==> config.mk <==
export PLATFORM = sky130hd
export DESIGN_NAME = regfile_cmd_controller
export DESIGN_NICKNAME = d
export VERILOG_FILES = /design/src/rtl/regfile_cmd_controller.sv
export SDC_FILE = /design/constraint.sdc
export NUM_CORES = 1
export LEC_CHECK = 0
export CAP_MARGIN = 20
export CELL_PAD_IN_SITES_DETAIL_PLACEMENT = 1
export CELL_PAD_IN_SITES_GLOBAL_PLACEMENT = 2
export CORE_MARGIN = 8
export CORE_UTILIZATION = 26
export DETAILED_ROUTE_END_ITERATION = 6
export GPL_TIMING_DRIVEN = 0
export PLACE_DENSITY = 0.88
export SLEW_MARGIN = 10
export SYNTH_ARGS = -nofsm -noshare
export SYNTH_HDL_FRONTEND = slang
export SYNTH_SLANG_ARGS = --single-unit
==> constraint.sdc <==
create_clock -name In_Clock_50MHz -period 1.6 [get_ports In_Clock_50MHz]
set_clock_uncertainty 0.05 [all_clocks]
set_input_delay 0.32 -clock In_Clock_50MHz [delete_from_list [all_inputs] [get_ports In_Clock_50MHz]]
set_output_delay 0.32 -clock In_Clock_50MHz [all_outputs]
set_load 0.01 [all_outputs]
==> src/rtl/regfile_cmd_controller.sv <==
// Byte-stream read/write command front end for a P_RegWidth x P_BitWidth register file.
// Optional trailing XOR checksum on write frames when REGCMD_CHECKSUM_EN is defined.
module regfile_cmd_controller #(
    parameter int unsigned P_RegWidth = 8,
    parameter int unsigned P_BitWidth = 16
) (
    input  logic                          In_Clock_50MHz,
    input  logic                          In_Reset,
    input  logic [7:0]                    In_RxData,
    input  logic                          In_RxValid,
    output logic                          Out_RxReady,
    output logic [7:0]                    Out_TxData,
    output logic                          Out_TxValid,
    input  logic                          In_TxReady,
    output logic [$clog2(P_RegWidth)-1:0] Out_Address,
    output logic [P_BitWidth-1:0]         Out_WriteData,
    output logic                          Out_Write,
    output logic                          Out_Read,
    input  logic [P_BitWidth-1:0]         In_ReadData,
    output logic                          Out_Busy,
    output logic                          Out_Error
);

    localparam int unsigned LP_AddrW    = $clog2(P_RegWidth);
    localparam int unsigned LP_NumBytes = P_BitWidth / 8;

    typedef enum logic [2:0] {
        StCmd,
        StWdata,
        StChk,
        StWrite,
        StRead,
        StRwait,
        StSend
    } state_e;

    state_e                r_state;
    state_e                w_state_next;
    logic [LP_AddrW-1:0]   r_addr;
    logic [P_BitWidth-1:0] r_wdata;
    logic [P_BitWidth-1:0] r_tx;
    logic [3:0]            r_cnt;
    logic                  r_bad;
    logic                  r_error;
    logic                  w_rx_hs;
    logic                  w_tx_hs;
    logic                  w_last_byte;
    logic                  w_cmd_oor;
    logic [P_BitWidth-1:0] w_rx_ext;
`ifdef REGCMD_CHECKSUM_EN
    logic [7:0]            r_csum;
`endif

    assign w_rx_hs     = In_RxValid && Out_RxReady;
    assign w_tx_hs     = Out_TxValid && In_TxReady;
    assign w_last_byte = (r_cnt == 4'(LP_NumBytes - 1));
    assign w_cmd_oor   = (32'(In_RxData[6:0]) >= P_RegWidth);

    always_comb begin
        w_rx_ext       = '0;
        w_rx_ext[7:0]  = In_RxData;
    end

    always_comb begin
        w_state_next = r_state;
        unique case (r_state)
            StCmd: begin
                if (w_rx_hs) begin
                    w_state_next = In_RxData[7] ? StWdata : StRead;
                end
            end
            StWdata: begin
                if (w_rx_hs && w_last_byte) begin
`ifdef REGCMD_CHECKSUM_EN
                    w_state_next = StChk;
`else
                    w_state_next = StWrite;
`endif
                end
            end
            StChk: begin
                if (w_rx_hs) begin
                    w_state_next = StWrite;
                end
            end
            StWrite: w_state_next = StCmd;
            StRead:  w_state_next = StRwait;
            StRwait: w_state_next = StSend;
            StSend: begin
                if (w_tx_hs && w_last_byte) begin
                    w_state_next = StCmd;
                end
            end
            default: w_state_next = StCmd;
        endcase
    end

    always_ff @(posedge In_Clock_50MHz) begin
        if (In_Reset) begin
            r_state <= StCmd;
        end else begin
            r_state <= w_state_next;
        end
    end

    always_ff @(posedge In_Clock_50MHz) begin
        if (In_Reset) begin
            r_addr  <= '0;
            r_wdata <= '0;
            r_tx    <= '0;
            r_cnt   <= '0;
            r_bad   <= 1'b0;
            r_error <= 1'b0;
`ifdef REGCMD_CHECKSUM_EN
            r_csum  <= '0;
`endif
        end else begin
            case (r_state)
                StCmd: begin
                    if (w_rx_hs) begin
                        r_addr <= In_RxData[LP_AddrW-1:0];
                        r_bad  <= w_cmd_oor;
                        r_cnt  <= '0;
                        if (w_cmd_oor) begin
                            r_error <= 1'b1;
                        end
`ifdef REGCMD_CHECKSUM_EN
                        r_csum <= In_RxData;
`endif
                    end
                end
                StWdata: begin
                    if (w_rx_hs) begin
                        r_wdata <= (r_wdata << 8) | w_rx_ext;
                        r_cnt   <= r_cnt + 4'd1;
`ifdef REGCMD_CHECKSUM_EN
                        r_csum  <= r_csum ^ In_RxData;
`endif
                    end
                end
`ifdef REGCMD_CHECKSUM_EN
                StChk: begin
                    if (w_rx_hs && (In_RxData != r_csum)) begin
                        r_bad   <= 1'b1;
                        r_error <= 1'b1;
                    end
                end
`endif
                StRwait: begin
                    // Out-of-range reads return an all-zero word with normal timing
                    r_tx  <= r_bad ? '0 : In_ReadData;
                    r_cnt <= '0;
                end
                StSend: begin
                    if (w_tx_hs) begin
                        r_tx  <= r_tx << 8;
                        r_cnt <= r_cnt + 4'd1;
                    end
                end
                default: ;
            endcase
        end
    end

    // Strobes and handshake qualifiers are forced low while reset is asserted
    always_comb begin
        Out_RxReady = 1'b0;
        Out_TxValid = 1'b0;
        Out_Write   = 1'b0;
        Out_Read    = 1'b0;
        Out_Busy    = 1'b0;
        if (!In_Reset) begin
            Out_RxReady = (r_state == StCmd) || (r_state == StWdata) || (r_state == StChk);
            Out_TxValid = (r_state == StSend);
            Out_Write   = (r_state == StWrite) && !r_bad;
            Out_Read    = (r_state == StRead) && !r_bad;
            Out_Busy    = (r_state != StCmd);
        end
    end

    assign Out_TxData    = r_tx[P_BitWidth-1 -: 8];
    assign Out_Address   = r_addr;
    assign Out_WriteData = r_wdata;
    assign Out_Error     = r_error;

endmodule
==> metrics.cfg, run 1 <==
[setup_path]
crit_type = reg -> out
required_ns = 1.23
critPathMaxFanout = 3
endpoint_kind = output port
cp.arrival_ns = 1.29
r2r_slack_ns = -0.06
cp-start-kind = register

[placement]
place_congestion = 0.762
port_buffers = 60
post_dp_cell_area_um2 = 2760
dp_hpwl_um = 4680
pre_cts_ws_ns = -1.23
placed_cells = 405

[finish]
nNetsFinal = 350
final_util = 0.407
area_delta_synth_final_pct = 53.2
num_antenna_cells = 0
layout_common_cells = nand2_1 (43), dfxtp_1 (40), clkdlybuf4s50_1 (33)
drive_gt1_frac = 0.231
design_area_um2 = 3110
stdcell_count = 423
final_common_cell = nand2_1

[routing]
ant_nets = 0
avgViaCountPerCell = 4.71
firstDrtPassIters = 7
vias = 1992
routedWlPerCell_um = 15.3
drt_iter0_markers = 47
wirelength_um = 6460
post-route-drc-count = 0

[floorplanning]
core_um2 = 7650
dieArea_um2 = 10900
num_rows = 32
chipWidth_um = 104
initial_core_util = 0.266
die_h_um = 104
io_pins = 61

[clocking]
clock_sinks = 44
clkLatencyLatePin_ns = 0.29
clk_path_buf_depth = 2
cts_tree = done
cts-root-buf = clkbuf_8
cts_buffers = 5
holdBufCountCts = 0
ctsHtreeMaxLevel = 2
clkTransAtPathRegs_ns = 0.08

[global_routing]
grt_pass1_wl_um = 10900
grt-ovfl-total = 0
grt_pass1_vias = 2193
track_usage = 0.120
grt_antenna_before_repair = 0
grt_max_degree = 14

[power_and_ir_drop]
p_leak_uw = 0.00130
vdd_drop_max_mv = 0.439
p_per_area_nw_per_um2 = 890

[synthesis]
synth_area_um2 = 2030
synth_nets = 273
ys_warn_count = 0
ys.flop_type = dfxtp_1
synth_edf_count = 0
synth_area_per_cell_um2 = 8.37
syn_inst = 243
ys_ff_latch = 44
ys_seq_area_frac = 0.433
synth_area_leader_cell = dfxtp_1
synth_top_area_frac = 0.433
synth_area_leaders = dfxtp_1 (43%), nand2_1 (7.9%), a21oi_1 (7.6%)
async_reset_ff_frac = 0
ys_types = 42

[status]
violations = negative setup slack
status = finished with violations

[timing]
fin_ws_ns = -0.0561
worst_slew_margin_rel = 0.686
maxSlewViolCount = 0
timing.hold.ws_ns = 0.395
grt_setup_unrepaired = yes
finalSetupViolations = 2
min_period_ns = 1.66
timing_hold_violations_final = 0
worst_slew_pin_slew_ns = 0.470
max_freq_mhz = 604
post-route-period-util = 1.04

[min_path]
hold_path_class = reg -> reg

[flow_run]
drv_cap = 0

## synth_stat cells, types with 2 or more instances
master,instances
nand2_1,43
buf_4,11
mux2i_1,3
nor2_1,18
nor3b_1,8
a21oi_1,31
clkbuf_1,6
nand3_1,11
buf_2,4
inv_1,3
o21ai_0,4
or3_1,3
and3_1,2
nor2b_1,3
nand2b_1,2
nor3_1,9
ha_1,2
nor4b_1,2
buf_6,3
a211oi_1,10
dfxtp_1,44
## kinds of logic after synthesis
logic type,count (synthesis),synth area share
adder cells (fa/ha/maj),2,0.0123
flip-flops,44,0.433
AND/OR/NAND/NOR,112,0.287
AO/OA/AOI/OAI,53,0.162
XOR/XNOR,1,0.00431
multiplexers,3,0.0148
buffers and inverters,28,0.0861
## layer usage
layer	vias up	track usage	routed length (um)
li1	984	-	-
met1	955	0.138	2870
met2	51	0.200	3050
met3	2	0.0527	520
met4	0	0.0279	18
met5	-	0	0
## path summary, 6_finish.rpt
path | to | from | cells past startpoint
worst min-delay path | Out_Error | Out_Error | 2
worst max-delay path | Out_TxValid | r_state[0] | 4
worst max register to register | r_cnt[2] | r_state[2] | 6
worst min register to register | Out_Error | Out_Error | 2
## flip-flops by register name, indices dropped and copies added, names as in the netlist
signal,cells
Out_WriteData,16
Out_Error,1
r_cnt,4
r_tx,16
Out_Address,3
r_state,3
r_bad,1
## power breakdown
| group | switching (uW) | internal, uW | total [uW] |
|---|---|---|---|
| logic | 338 | 384 | 722 |
| clock network | 381 | 464 | 845 |
| registers | 44.5 | 1160 | 1200 |
## stage by stage
stage,setup TNS (ns),total power [uW]
finish,-0.112,2770
global route,-0.466,2920
CTS,-0.820,2740
detailed placement,-24.81,1830
global placement,-24.25,1820
floorplan,0,1570
## cell type report
cell class                 instances  area, um2
tap                              102        128
clock inverter                     2       35.0
inverter                           3       11.3
buffer                            22        198
sequential                        44        886
clock buffer                       6       72.6
timing repair buffer              73        698
multi-input combinational        171       1090
fill                             894       4530
## critical path: stages (launching register included)
cell and delay (ns):
dfxtp_2 0.34, and3b_4 0.32, buf_8 0.10, nor2b_4 0.13, buf_6 0.10
## what timing repair did
| item | 4_1_cts | 5_1_grt |
|---|---|---|
| gates resized for setup | 73 | 30 |
| pin swaps | 3 | 12 |
| setup endpoints to repair | 62 | 44 |
| setup buffers | 7 | 6 |
| endpoints found under the hold margin | 0 | 0 |
No activity file was read; power rests on OpenSTA's default activity.
==> run 2: changes to the inputs <==
Settings changed: CTS_CLUSTER_DIAMETER set to 100.
==> results of run 2 <==
Same layout as run 1: the final DEF is identical, and so are final timing and power.
